### config.mk
export PLATFORM = sky130hd
export DESIGN_NAME = hamming_secded_decoder
export DESIGN_NICKNAME = d
export VERILOG_FILES = /design/src/rtl/hamming_pkg.sv /design/src/rtl/hamming_syndrome.sv /design/src/rtl/hamming_secded_decoder.sv
export SDC_FILE = /design/constraint.sdc
export NUM_CORES = 1
export LEC_CHECK = 0
export ABC_AREA = 1
export CAP_MARGIN = 30
export CORE_AREA = 2 2 96 98
export CTS_CLUSTER_DIAMETER = 150
export DETAILED_ROUTE_END_ITERATION = 12
export DIE_AREA = 0 0 98 100
export GPL_ROUTABILITY_DRIVEN = 0
export PLACE_DENSITY = 0.76
export SETUP_SLACK_MARGIN = 0.2
export SYNTH_ARGS = -nofsm -noshare
export SYNTH_HDL_FRONTEND = slang
export SYNTH_HIERARCHICAL = 1
export SYNTH_SLANG_ARGS = --single-unit
### constraint.sdc
create_clock -name clk -period 3.93 [get_ports clk]
set_input_delay 0.393 -clock clk [delete_from_list [all_inputs] [get_ports clk]]
set_output_delay 0.393 -clock clk [all_outputs]
set_load 0.01 [all_outputs]
### src/rtl/hamming_pkg.sv
// Shared constants and helpers for the 11-bit Hamming SECDED codec.
// Codeword positions, syndrome masks and error classification.
package hamming_pkg;

  localparam int DATA_W = 11;
  localparam int SYN_W  = 4;

  localparam logic [SYN_W-1:0] POS_P1  = 4'd1;
  localparam logic [SYN_W-1:0] POS_P2  = 4'd2;
  localparam logic [SYN_W-1:0] POS_D0  = 4'd3;
  localparam logic [SYN_W-1:0] POS_P3  = 4'd4;
  localparam logic [SYN_W-1:0] POS_D1  = 4'd5;
  localparam logic [SYN_W-1:0] POS_D2  = 4'd6;
  localparam logic [SYN_W-1:0] POS_D3  = 4'd7;
  localparam logic [SYN_W-1:0] POS_P4  = 4'd8;
  localparam logic [SYN_W-1:0] POS_D4  = 4'd9;
  localparam logic [SYN_W-1:0] POS_D5  = 4'd10;
  localparam logic [SYN_W-1:0] POS_D6  = 4'd11;
  localparam logic [SYN_W-1:0] POS_D7  = 4'd12;
  localparam logic [SYN_W-1:0] POS_D8  = 4'd13;
  localparam logic [SYN_W-1:0] POS_D9  = 4'd14;
  localparam logic [SYN_W-1:0] POS_D10 = 4'd15;

  // Data bits covered by each Hamming parity bit (bit i = d_i).
  localparam logic [DATA_W-1:0] SYN_MASK_S1 = 11'h55B;
  localparam logic [DATA_W-1:0] SYN_MASK_S2 = 11'h66D;
  localparam logic [DATA_W-1:0] SYN_MASK_S3 = 11'h78E;
  localparam logic [DATA_W-1:0] SYN_MASK_S4 = 11'h7F0;

  typedef enum logic [1:0] {
    ERR_NONE,
    ERR_SINGLE,
    ERR_DOUBLE
  } err_kind_t;

  function automatic err_kind_t classify(input logic [SYN_W-1:0] syn, input logic g);
    err_kind_t kind;
    kind = ERR_NONE;
    if (g) begin
      kind = ERR_SINGLE;
    end else if (syn != '0) begin
      kind = ERR_DOUBLE;
    end
    return kind;
  endfunction

  // Parity-bit positions and syn=0 leave the data untouched.
  function automatic logic [DATA_W-1:0] correctionMask(input logic [SYN_W-1:0] syn);
    logic [DATA_W-1:0] mask;
    mask = '0;
    case (syn)
      POS_D0:  mask = 11'h001;
      POS_D1:  mask = 11'h002;
      POS_D2:  mask = 11'h004;
      POS_D3:  mask = 11'h008;
      POS_D4:  mask = 11'h010;
      POS_D5:  mask = 11'h020;
      POS_D6:  mask = 11'h040;
      POS_D7:  mask = 11'h080;
      POS_D8:  mask = 11'h100;
      POS_D9:  mask = 11'h200;
      POS_D10: mask = 11'h400;
      POS_P1, POS_P2, POS_P3, POS_P4: mask = '0;
      default: mask = '0;
    endcase
    return mask;
  endfunction

endpackage

### src/rtl/hamming_syndrome.sv
// Combinational syndrome and overall-parity check for the 11-bit SECDED code.
module hamming_syndrome
  import hamming_pkg::*;
(
  input  logic [DATA_W-1:0] data_in,
  input  logic              p0,
  input  logic              p1,
  input  logic              p2,
  input  logic              p3,
  input  logic              p4,
  output logic [SYN_W-1:0]  syn,
  output logic              g
);

  assign syn[0] = p1 ^ (^(data_in & SYN_MASK_S1));
  assign syn[1] = p2 ^ (^(data_in & SYN_MASK_S2));
  assign syn[2] = p3 ^ (^(data_in & SYN_MASK_S3));
  assign syn[3] = p4 ^ (^(data_in & SYN_MASK_S4));

  assign g = (^data_in) ^ p0 ^ p1 ^ p2 ^ p3 ^ p4;

endmodule

### src/rtl/hamming_secded_decoder.sv
// SECDED decoder: syndrome stage, correction stage with valid/ready
// handshake, and saturating single/double error counters.
module hamming_secded_decoder
  import hamming_pkg::*;
#(
  parameter int CNT_W = 16
) (
  input  logic              clk,
  input  logic              rst,
  input  logic              in_valid,
  output logic              in_ready,
  input  logic [DATA_W-1:0] data_in,
  input  logic              p0,
  input  logic              p1,
  input  logic              p2,
  input  logic              p3,
  input  logic              p4,
  output logic              out_valid,
  input  logic              out_ready,
  output logic [DATA_W-1:0] data_out,
  output logic              err_single,
  output logic              err_double,
  output logic [SYN_W-1:0]  err_pos,
  input  logic              cnt_clr,
  output logic [CNT_W-1:0]  cnt_single,
  output logic [CNT_W-1:0]  cnt_double
);

  localparam logic [CNT_W-1:0] CNT_MAX = '1;
  localparam logic [CNT_W-1:0] CNT_ONE = CNT_W'(1);

  logic [SYN_W-1:0]  synComb;
  logic              gComb;
  logic              adv1;
  logic              adv2;
  logic              inFire;
  logic              outFire;
  err_kind_t         kind;
  logic [DATA_W-1:0] correctedData;

  logic              s1Valid_q, s1Valid_d;
  logic [DATA_W-1:0] s1Data_q, s1Data_d;
  logic [SYN_W-1:0]  s1Syn_q, s1Syn_d;
  logic              s1G_q, s1G_d;

  logic              outValid_q, outValid_d;
  logic [DATA_W-1:0] dataOut_q, dataOut_d;
  logic              errSingle_q, errSingle_d;
  logic              errDouble_q, errDouble_d;
  logic [SYN_W-1:0]  errPos_q, errPos_d;

  logic [CNT_W-1:0]  cntSingle_q, cntSingle_d;
  logic [CNT_W-1:0]  cntDouble_q, cntDouble_d;

  hamming_syndrome u_syndrome (
    .data_in (data_in),
    .p0      (p0),
    .p1      (p1),
    .p2      (p2),
    .p3      (p3),
    .p4      (p4),
    .syn     (synComb),
    .g       (gComb)
  );

  // Each stage advances when the stage after it is empty or draining.
  assign adv2    = !outValid_q | out_ready;
  assign adv1    = !s1Valid_q | adv2;
  assign inFire  = in_valid & adv1;
  assign outFire = outValid_q & out_ready;

  assign kind          = classify(s1Syn_q, s1G_q);
  assign correctedData = (kind == ERR_SINGLE) ? (s1Data_q ^ correctionMask(s1Syn_q))
                                              : s1Data_q;

  always_comb begin
    s1Valid_d = s1Valid_q;
    s1Data_d  = s1Data_q;
    s1Syn_d   = s1Syn_q;
    s1G_d     = s1G_q;
    if (adv1) begin
      s1Valid_d = in_valid;
    end
    if (inFire) begin
      s1Data_d = data_in;
      s1Syn_d  = synComb;
      s1G_d    = gComb;
    end
  end

  always_comb begin
    outValid_d  = outValid_q;
    dataOut_d   = dataOut_q;
    errSingle_d = errSingle_q;
    errDouble_d = errDouble_q;
    errPos_d    = errPos_q;
    if (adv2) begin
      outValid_d = s1Valid_q;
    end
    if (adv2 && s1Valid_q) begin
      dataOut_d   = correctedData;
      errSingle_d = (kind == ERR_SINGLE);
      errDouble_d = (kind == ERR_DOUBLE);
      errPos_d    = s1Syn_q;
    end
  end

  // Clear wins over a same-cycle increment; counts saturate at all-ones.
  always_comb begin
    cntSingle_d = cntSingle_q;
    cntDouble_d = cntDouble_q;
    if (cnt_clr) begin
      cntSingle_d = '0;
      cntDouble_d = '0;
    end else if (outFire) begin
      if (errSingle_q && (cntSingle_q != CNT_MAX)) begin
        cntSingle_d = cntSingle_q + CNT_ONE;
      end
      if (errDouble_q && (cntDouble_q != CNT_MAX)) begin
        cntDouble_d = cntDouble_q + CNT_ONE;
      end
    end
  end

  always_ff @(posedge clk) begin
    if (rst) begin
      s1Valid_q   <= 1'b0;
      s1Data_q    <= '0;
      s1Syn_q     <= '0;
      s1G_q       <= 1'b0;
      outValid_q  <= 1'b0;
      dataOut_q   <= '0;
      errSingle_q <= 1'b0;
      errDouble_q <= 1'b0;
      errPos_q    <= '0;
      cntSingle_q <= '0;
      cntDouble_q <= '0;
    end else begin
      s1Valid_q   <= s1Valid_d;
      s1Data_q    <= s1Data_d;
      s1Syn_q     <= s1Syn_d;
      s1G_q       <= s1G_d;
      outValid_q  <= outValid_d;
      dataOut_q   <= dataOut_d;
      errSingle_q <= errSingle_d;
      errDouble_q <= errDouble_d;
      errPos_q    <= errPos_d;
      cntSingle_q <= cntSingle_d;
      cntDouble_q <= cntDouble_d;
    end
  end

  assign in_ready   = adv1;
  assign out_valid  = outValid_q;
  assign data_out   = dataOut_q;
  assign err_single = errSingle_q;
  assign err_double = errDouble_q;
  assign err_pos    = errPos_q;
  assign cnt_single = cntSingle_q;
  assign cnt_double = cntDouble_q;

endmodule
# ---- Yosys cells after proc, flatten, opt, wreduce, memory -nomap -nowiden
# Memory sizes are Yosys's and may differ from the RTL's. A register that Yosys moved wholly into a read port is not among the register bits.
# Cells that the tools add are included.
dict set report word_totals {
  romBits 176
  n_memories 1
  input_bits 21
  regBits 67
  word_cells 51
}
dict set report classes {
  mux 5
  bitwise_logic 14
  n_eq_ne 4
  add_sub_neg 2
  reduce_logical 14
}
# name words word_bits rd rd_ports_with_merged_regs write_ports line
set memory_table {}
lappend memory_table {{(name not given)} 16 11 1 1 0 hamming_pkg.sv:51} ;# case (syn)
# cell n
set ops {}
lappend ops {{11-bit XOR reduction} 5}
lappend ops {{16-bit by 1-bit adder with 16-bit output (second input constant)} 2}
lappend ops {{16-bit != test (second input constant)} 2}
lappend ops {{11-bit two-way mux} 1}
lappend ops {{11-bit bitwise XOR} 1}
lappend ops {{1-bit bitwise XOR} 9}
lappend ops {{4-bit two-way mux} 2}
lappend ops {{2-bit two-way mux} 2}
lappend ops {{2-bit AND reduction} 2}
lappend ops {{4-bit nonzero test} 1}
lappend ops {{1-bit logical AND} 3}
lappend ops {{1-bit AND} 2}
lappend ops {{2-bit by 1-bit equality test with 1-bit output (second input constant)} 1}
lappend ops {{2-bit equality test (second input constant)} 1}
lappend ops {{1-bit logical NOT} 2}
lappend ops {{1-bit bitwise OR} 2}
lappend ops {{2-bit OR reduction} 1}

# ---- Depth between registers and ports, before layout
# Gate-level depths: netlist of run 1.
dict set report logic_depth {
  ltp_word 6
  mapped_depth 14
  ltp_nobuf 14
}

# ---- Cells and area by module
# Netlist of run 1, hierarchy kept.
# module n_inst cells_per_inst seq_area_each_um2 area_each_um2
set modules_own_cells {}
lappend modules_own_cells {hamming_secded_decoder 1 533 1561.5 3696.0}
lappend modules_own_cells {hamming_syndrome 1 102 0.0 538.0}

# ---- Worst setup path after synthesis of run 1
# OpenSTA, ideal clock, no wires.
dict set report synth_path {
  path_kind {input -> register}
  from {in data_in[1]}
  to {reg (tool-made name)}
  path_slack_ns 2.427
  required_ns 3.866
  setup_ns 0.064
  stages 10
  arrival_ns 1.439
  cell_sequence {xnor2_1 -> xor2_1 -> nand2_1 -> nand3_1 -> nand2_1 -> nor2_2 -> nor2_1 -> nand2_1 -> nand2_1 -> nor2_1}
}
# item line
set synth_rtl {}
lappend synth_rtl {{from (decl)} hamming_secded_decoder.sv:12} ;# input logic [DATA_W-1:0] data_in,

==> run metrics, run 1 <==
HPWL after detailed placement 7140 microns; YS warnings 6; Final Skew 15.0 ps; Critical Path Source Type primary input; CP Class primary input to flip-flop; Pwr Total 1.74 mW; CP cell instances clkdlybuf4s50_1 -> inv_1 -> nand2_1 -> nand2_2 -> nand2_1 -> nand2_1 -> nand2_1 -> nand2_1 -> xor2_1 -> o211ai_2 -> inv_1 -> nand2_1 -> nor2_1; drt drc 0; crit-path max cell delay 580 ps; max_slew headroom 48.8%; CP Buf/Inv Count 3; leak pwr 2.28 nW; setup_tns 0 ps; I/O pin cnt 72; DIE AREA 9800 sq um; slowest library cell on the worst path clkdlybuf4s50_1; antenna violations before repair 0; Max IR drop VDD 0.160 mV; Worst EP required 4180 ps; crit path DAT 2270 ps; Synth Instances 635; initial core utilization 47.6%; Layout Cells excl Fill 817; pwr dens 334 nW/um^2; status complete, no violations; sequential fraction of the synthesis area 36.9%; crit end category flip-flop; Slew @ Worst Pin 768 ps; CTS Buffer Depth 2; H-tree depth 3; GRT Total Usage 20.1%; initial drt markers 180; cts repair resizes 0; final worst-path cycle share 51.2%; fin. max-slew vios 0; antenna viol nets, final 0; cell taking the most area after synthesis dfxtp_1; flops & latches, synth 78; Layout area overhead 22.6%; Via density 4.91; TritonRoute pass-1 iters 4; RSZ-0062 raised after global routing no; # rows 35; Post-Route WL 9520 microns; GR Layer Usage met2 36.6%; Worst Slack Setup Final 1920 ps; Netlist cell types 28; Antenna Cells 0; number of global-route vias before repair 3,721; first-pass GRT wire length 16,000 microns; hold buffer count at cts 0; final global-route overflow total 0; clock slew at reported path FFs 80 ps; Hold Path Class flip-flop to flip-flop; grt peak-use layer met2; core area 8890 sq um; CP Max Fanout 5; CTS buffer count 9; postcts setup bufs 0; FILL cells 837; syn_nets 658; share of layout cells above drive strength 1 8.92%; Nets 724; Place WS 1540 ps; root buffer cell clkbuf_8; routing usage on met1 22.8%; met3 Use GR 3.34%; Final Util 58.4%; most frequent cell on the critical path nand2_1; register area 1560 sq um; CTS tree yes; Mean Syn Cell Area 6.67 sq um; max_cap viols 0; Die X 98 microns; chip height 100 microns; Multi-input gate area 2260 sq um; family with the most delay on the worst path buffers and inverters; Finish-stage setup viols 0; Skew-Pair Late Insertion Delay 370 ps; IO buf count 71; Synth top area share 36.9%; area of the mapped netlist 4230 sq um; largest net degree at the start of global routing 33; Synth area leaders dfxtp_1 (37%), nand2_1 (15%), nor2_1 (9.9%), inv_1 (6.7%), xor2_1 (5.4%); Final Hold Viols 0; R2R setup slack 2050 ps; Vias 4,010; FMAX 0.497 GHz; Routed wire per std cell 11.7 microns; min cycle time layout 2010 ps; clock sink count 78; placed insts 801
-- synthesized netlist by cell type --
master / n
o211ai_2: 1
nand2_4: 2
nand2_2: 12
nor3_1: 3
clkbuf_2: 1
nor3_4: 1
inv_2: 4
o21ai_1: 1
nand3_1: 37
nor2_1: 112
o21ai_0: 28
a21oi_2: 2
xor2_2: 3
dfxtp_1: 78
xor2_1: 26
ha_1: 2
nand3_2: 11
inv_1: 76
clkbuf_1: 7
nor2_2: 8
nor2_4: 1
buf_6: 6
nand3b_1: 2
a21oi_1: 28
nand4_1: 4
nand2_1: 169
buf_2: 3
xnor2_1: 7
-- cell usage in the layout (no fill, tap or decap), drive strengths merged, types with 2 or more instances in the layout --
| cell | netlist | routed |
|---|---|---|
| xor2 | 29 | 29 |
| nand3 | 48 | 48 |
| a21oi | 30 | 30 |
| nand2 | 183 | 183 |
| xnor2 | 7 | 7 |
| nor2 | 121 | 121 |
| clkdlybuf4s50 | 0 | 71 |
| nand3b | 2 | 2 |
| inv | 80 | 84 |
| nor3 | 4 | 4 |
| clkbuf | 8 | 9 |
| o21ai | 29 | 29 |
| ha | 2 | 2 |
| dfxtp | 78 | 78 |
| nand4 | 4 | 4 |
-- final timing paths --
| kind | startpoint | depth (start not counted) | endpoint |
|---|---|---|---|
| worst min register to register | s1Syn_q[0] | 2 | err_pos[0] |
| worst min-delay path | s1Syn_q[0] | 2 | err_pos[0] |
| worst max-delay path | data_in[10] | 13 | flip-flop |
| worst max register to register | cnt_single[0] | 9 | cnt_single[0] |
-- report_power, final --
group	switching (mW)	internal, mW	leakage [nW]
registers	0.0237	0.821	0.636
logic	0.148	0.105	1.54
clock network	0.330	0.309	0.106
total	0.502	1.23	2.28
-- routing by layer --
layer	wire length, microns	part of all wire [%]	up-vias
li1	-	-	2091
met1	4050	43	1797
met2	4780	50	97
met3	439	4.6	25
met4	250	2.6	0
met5	0	0	-
-- cell families after synthesis --
| group | share of synthesized area [%] |
|---|---|
| AOI/OAI and AO/OA | 7.45 |
| and+or+nand+nor | 37.3 |
| DFF | 36.9 |
| xor gates and xnor gates | 7.98 |
| adders and majority gates | 0.591 |
| buffers and inverters | 9.78 |
-- worst register-to-register path: cells and delay by family, from the launching register on --
family	cells	cell delay [ps]
adders and majority gates	1	250
DFF	1	360
and+or+nand+nor	8	1180
-- per-stage QoR --
stage | hold slack (ps) | instance area (sq um)
final | 487 | 5190
after global routing | 504 | 5190
after CTS | 489 | 5190
after detailed placement | 475 | 4980
after global placement | 472 | 4980
after floorplan | 444 | 4230
-- area by class of cell --
type | count | share of cell area [%]
flip-flops and latches | 78 | 30.1
clock inverters | 7 | 1.71
well taps | 111 | 2.67
inverters | 80 | 5.78
clock buffers | 9 | 2.39
repair buffers | 72 | 13.8
multi-input cells | 460 | 43.5
Power figures use the tool's default switching activity.
==> run 2: changes to the inputs <==
Clock period 3.93 ns to 2 ns, I/O delays scaled along.
==> run 2 against run 1 <==
  * Critical path depth is 1 higher
  * Global-route usage grew 0.65 points
  * Clock power rose by 69%
  * Final area grew 3.4%
  * Die area is the same
  * Worst hold slack lost 270 ps
  * Largest cell class unchanged
==> run metrics, run 2 (synthesized netlist as in run 1, its figures left out) <==
crit end category flip-flop; IO buf count 71 (unchanged); Final Skew 9.50 ps (-5.46 ps); Worst EP required 2240 ps (-1940 ps); Layout area overhead 26.8%; routing usage on met1 23.3% (+0.43 points); max_slew headroom 71.0% (+22 points); Nets 741 (+2.3%); Final Hold Viols 0 (unchanged); Multi-input gate area 2300 sq um (+1.5%); slowest library cell on the worst path clkdlybuf4s50_1; antenna viol nets, final 0 (unchanged); Finish-stage setup viols 0 (unchanged); CTS Buffer Depth 2 (unchanged); number of global-route vias before repair 3,849 (+3.4%); Hold Path Class primary input to flip-flop; H-tree depth 3 (unchanged); core area 8890 sq um (unchanged); clock sink count 78 (unchanged); max_cap viols 0 (unchanged); FMAX 0.600 GHz; placed standard-cell area 5120 sq um (+2.9%); antenna violations before repair 0 (unchanged); crit-path max cell delay 560 ps (-20 ps); TritonRoute pass-1 iters 7 (+3); leak pwr 2.43 nW (+6.8%); chip height 100 microns (unchanged); first-pass GRT wire length 16,600 microns (+3.7%); largest net degree at the start of global routing 23 (-30%); register area 1560 sq um (about the same); fin. max-slew vios 0 (unchanged); root buffer cell clkbuf_8; Routed wire per std cell 11.8 microns (+1.5%); grt peak-use layer met2; GRT Total Usage 20.8% (+0.65 points); CP Class primary input to flip-flop; CTS tree yes; status complete, no violations; GR Layer Usage met2 37.9% (+1.3 points); FILL cells 802 (-4.2%); CP Max Fanout 4 (-1); I/O pin cnt 72 (unchanged); final instance area 5370 sq um (+3.4%); DIE AREA 9800 sq um (unchanged); Slew @ Worst Pin 434 ps (-333 ps); final hold slack 220 ps (-268 ps); CTS buffer count 9 (unchanged); Vias 4,106 (+2.4%); min cycle time layout 1670 ps; share of layout cells above drive strength 1 12.0% (+3.1 points); CP cell instances clkdlybuf4s50_1 -> inv_2 -> nand2_1 -> nand2_1 -> xnor2_1 -> nand2_1 -> nand2_1 -> nand2_1 -> nand2_1 -> nor2_1 -> nor2_2 -> inv_1 -> nand2_2 -> nor2_1; Max IR drop VDD 0.268 mV (+67%); Via density 4.92 (+0.31%); Skew-Pair Late Insertion Delay 350 ps (-20 ps); Die X 98 microns (unchanged); family with the most delay on the worst path simple AND/OR/NAND/NOR gates; most frequent cell on the critical path nand2_1; met3 Use GR 3.90% (+0.56 points); CP Buf/Inv Count 3 (unchanged); drt drc 0 (unchanged); initial core utilization 47.6% (unchanged); commonest cells after routing, fill and taps aside nand2_1 (169), nor2_1 (109), dfxtp_1 (77); hold buffer count at cts 0 (unchanged); final global-route overflow total 0 (unchanged); Post-Route WL 9860 microns (+3.6%); HPWL after detailed placement 7630 microns (+6.9%); final worst-path cycle share 83.4%; most common cell after layout, fill and taps aside nand2_1; Critical Path Source Type primary input; initial drt markers 151 (-16%); Antenna Cells 0 (unchanged); clock slew at reported path FFs 90 ps (about the same); RSZ-0062 raised after global routing no; crit path DAT 1910 ps (-360 ps); pwr dens 612 nW/um^2 (+83%); # rows 35 (unchanged)
## run 2: cell types whose count changed in the layout (fill, tap and decap cells not counted), sizes merged
cell,before,now
bufinv,1,0
clkinvlp,1,2
inv,84,83
clkdlybuf4s50,71,63
dlymetal6s2s,0,8
buf,1,18
clkinv,1,2
## run 2: repair_timing
action                                 CTS  global route
buffers inserted                         0             1
setup endpoints to repair                4            13
resized for setup                        1            16
endpoints found under the hold margin    0             0
pin swaps                                0             4
## run 2: per-layer routing
layer | share of wire (%) | up-vias
met1 | 43 | 1865
met2 | 50 | 101
met3 | 4.2 | 19
met4 | 2.6 | 0
met5 | 0 | -
li1 | - | 2121
## run 2: cell type report
type,count,area share (%)
repair buffers,89,16.6
flip-flops and latches,78,29.1
clock inverters,7,1.03
clock buffers,9,2.31
well taps,111,2.59
multi-input cells,460,42.8
inverters,80,5.59
## run 2: worst paths after layout
| path | startpoint | to | slack, ps | cells after the start |
|---|---|---|---|---|
| max | data_in[3] | flip-flop | 330 | 14 |
| min | data_in[8] | s1Data_q[8] | 220 | 3 |
| max reg2reg | cnt_double[1] | cnt_double[11] | 360 | 9 |
| min reg2reg | s1Syn_q[0] | err_pos[0] | 490 | 2 |
## run 2: worst min-delay path: stages
cell and delay, ps:
dlymetal6s2s_1 130, o21ai_0 120, nor2_1 80
## run 2: power breakdown
part           internal (mW)  leakage [nW]  switching [mW]  total (mW)
clock                  0.463        0.0866           0.614        1.08
sequential              1.61         0.637          0.0426        1.65
combinational          0.241          1.71           0.312       0.553
## run 2: metrics by stage
stage | util, % | setup WS [ps] | setup TNS, ps | power [mW] | std cells
floorplan | - | 507 | 0 | 2.02 | 635
global placement | 57.6 | -97.9 | -733 | 2.21 | 817
detailed placement | 57.6 | -146 | -1350 | 2.23 | 817
CTS | 59.7 | 223 | 0 | 3.30 | 833
global route | 60.4 | 175 | 0 | 3.46 | 834
finish | 60.4 | 332 | 0 | 3.29 | 834
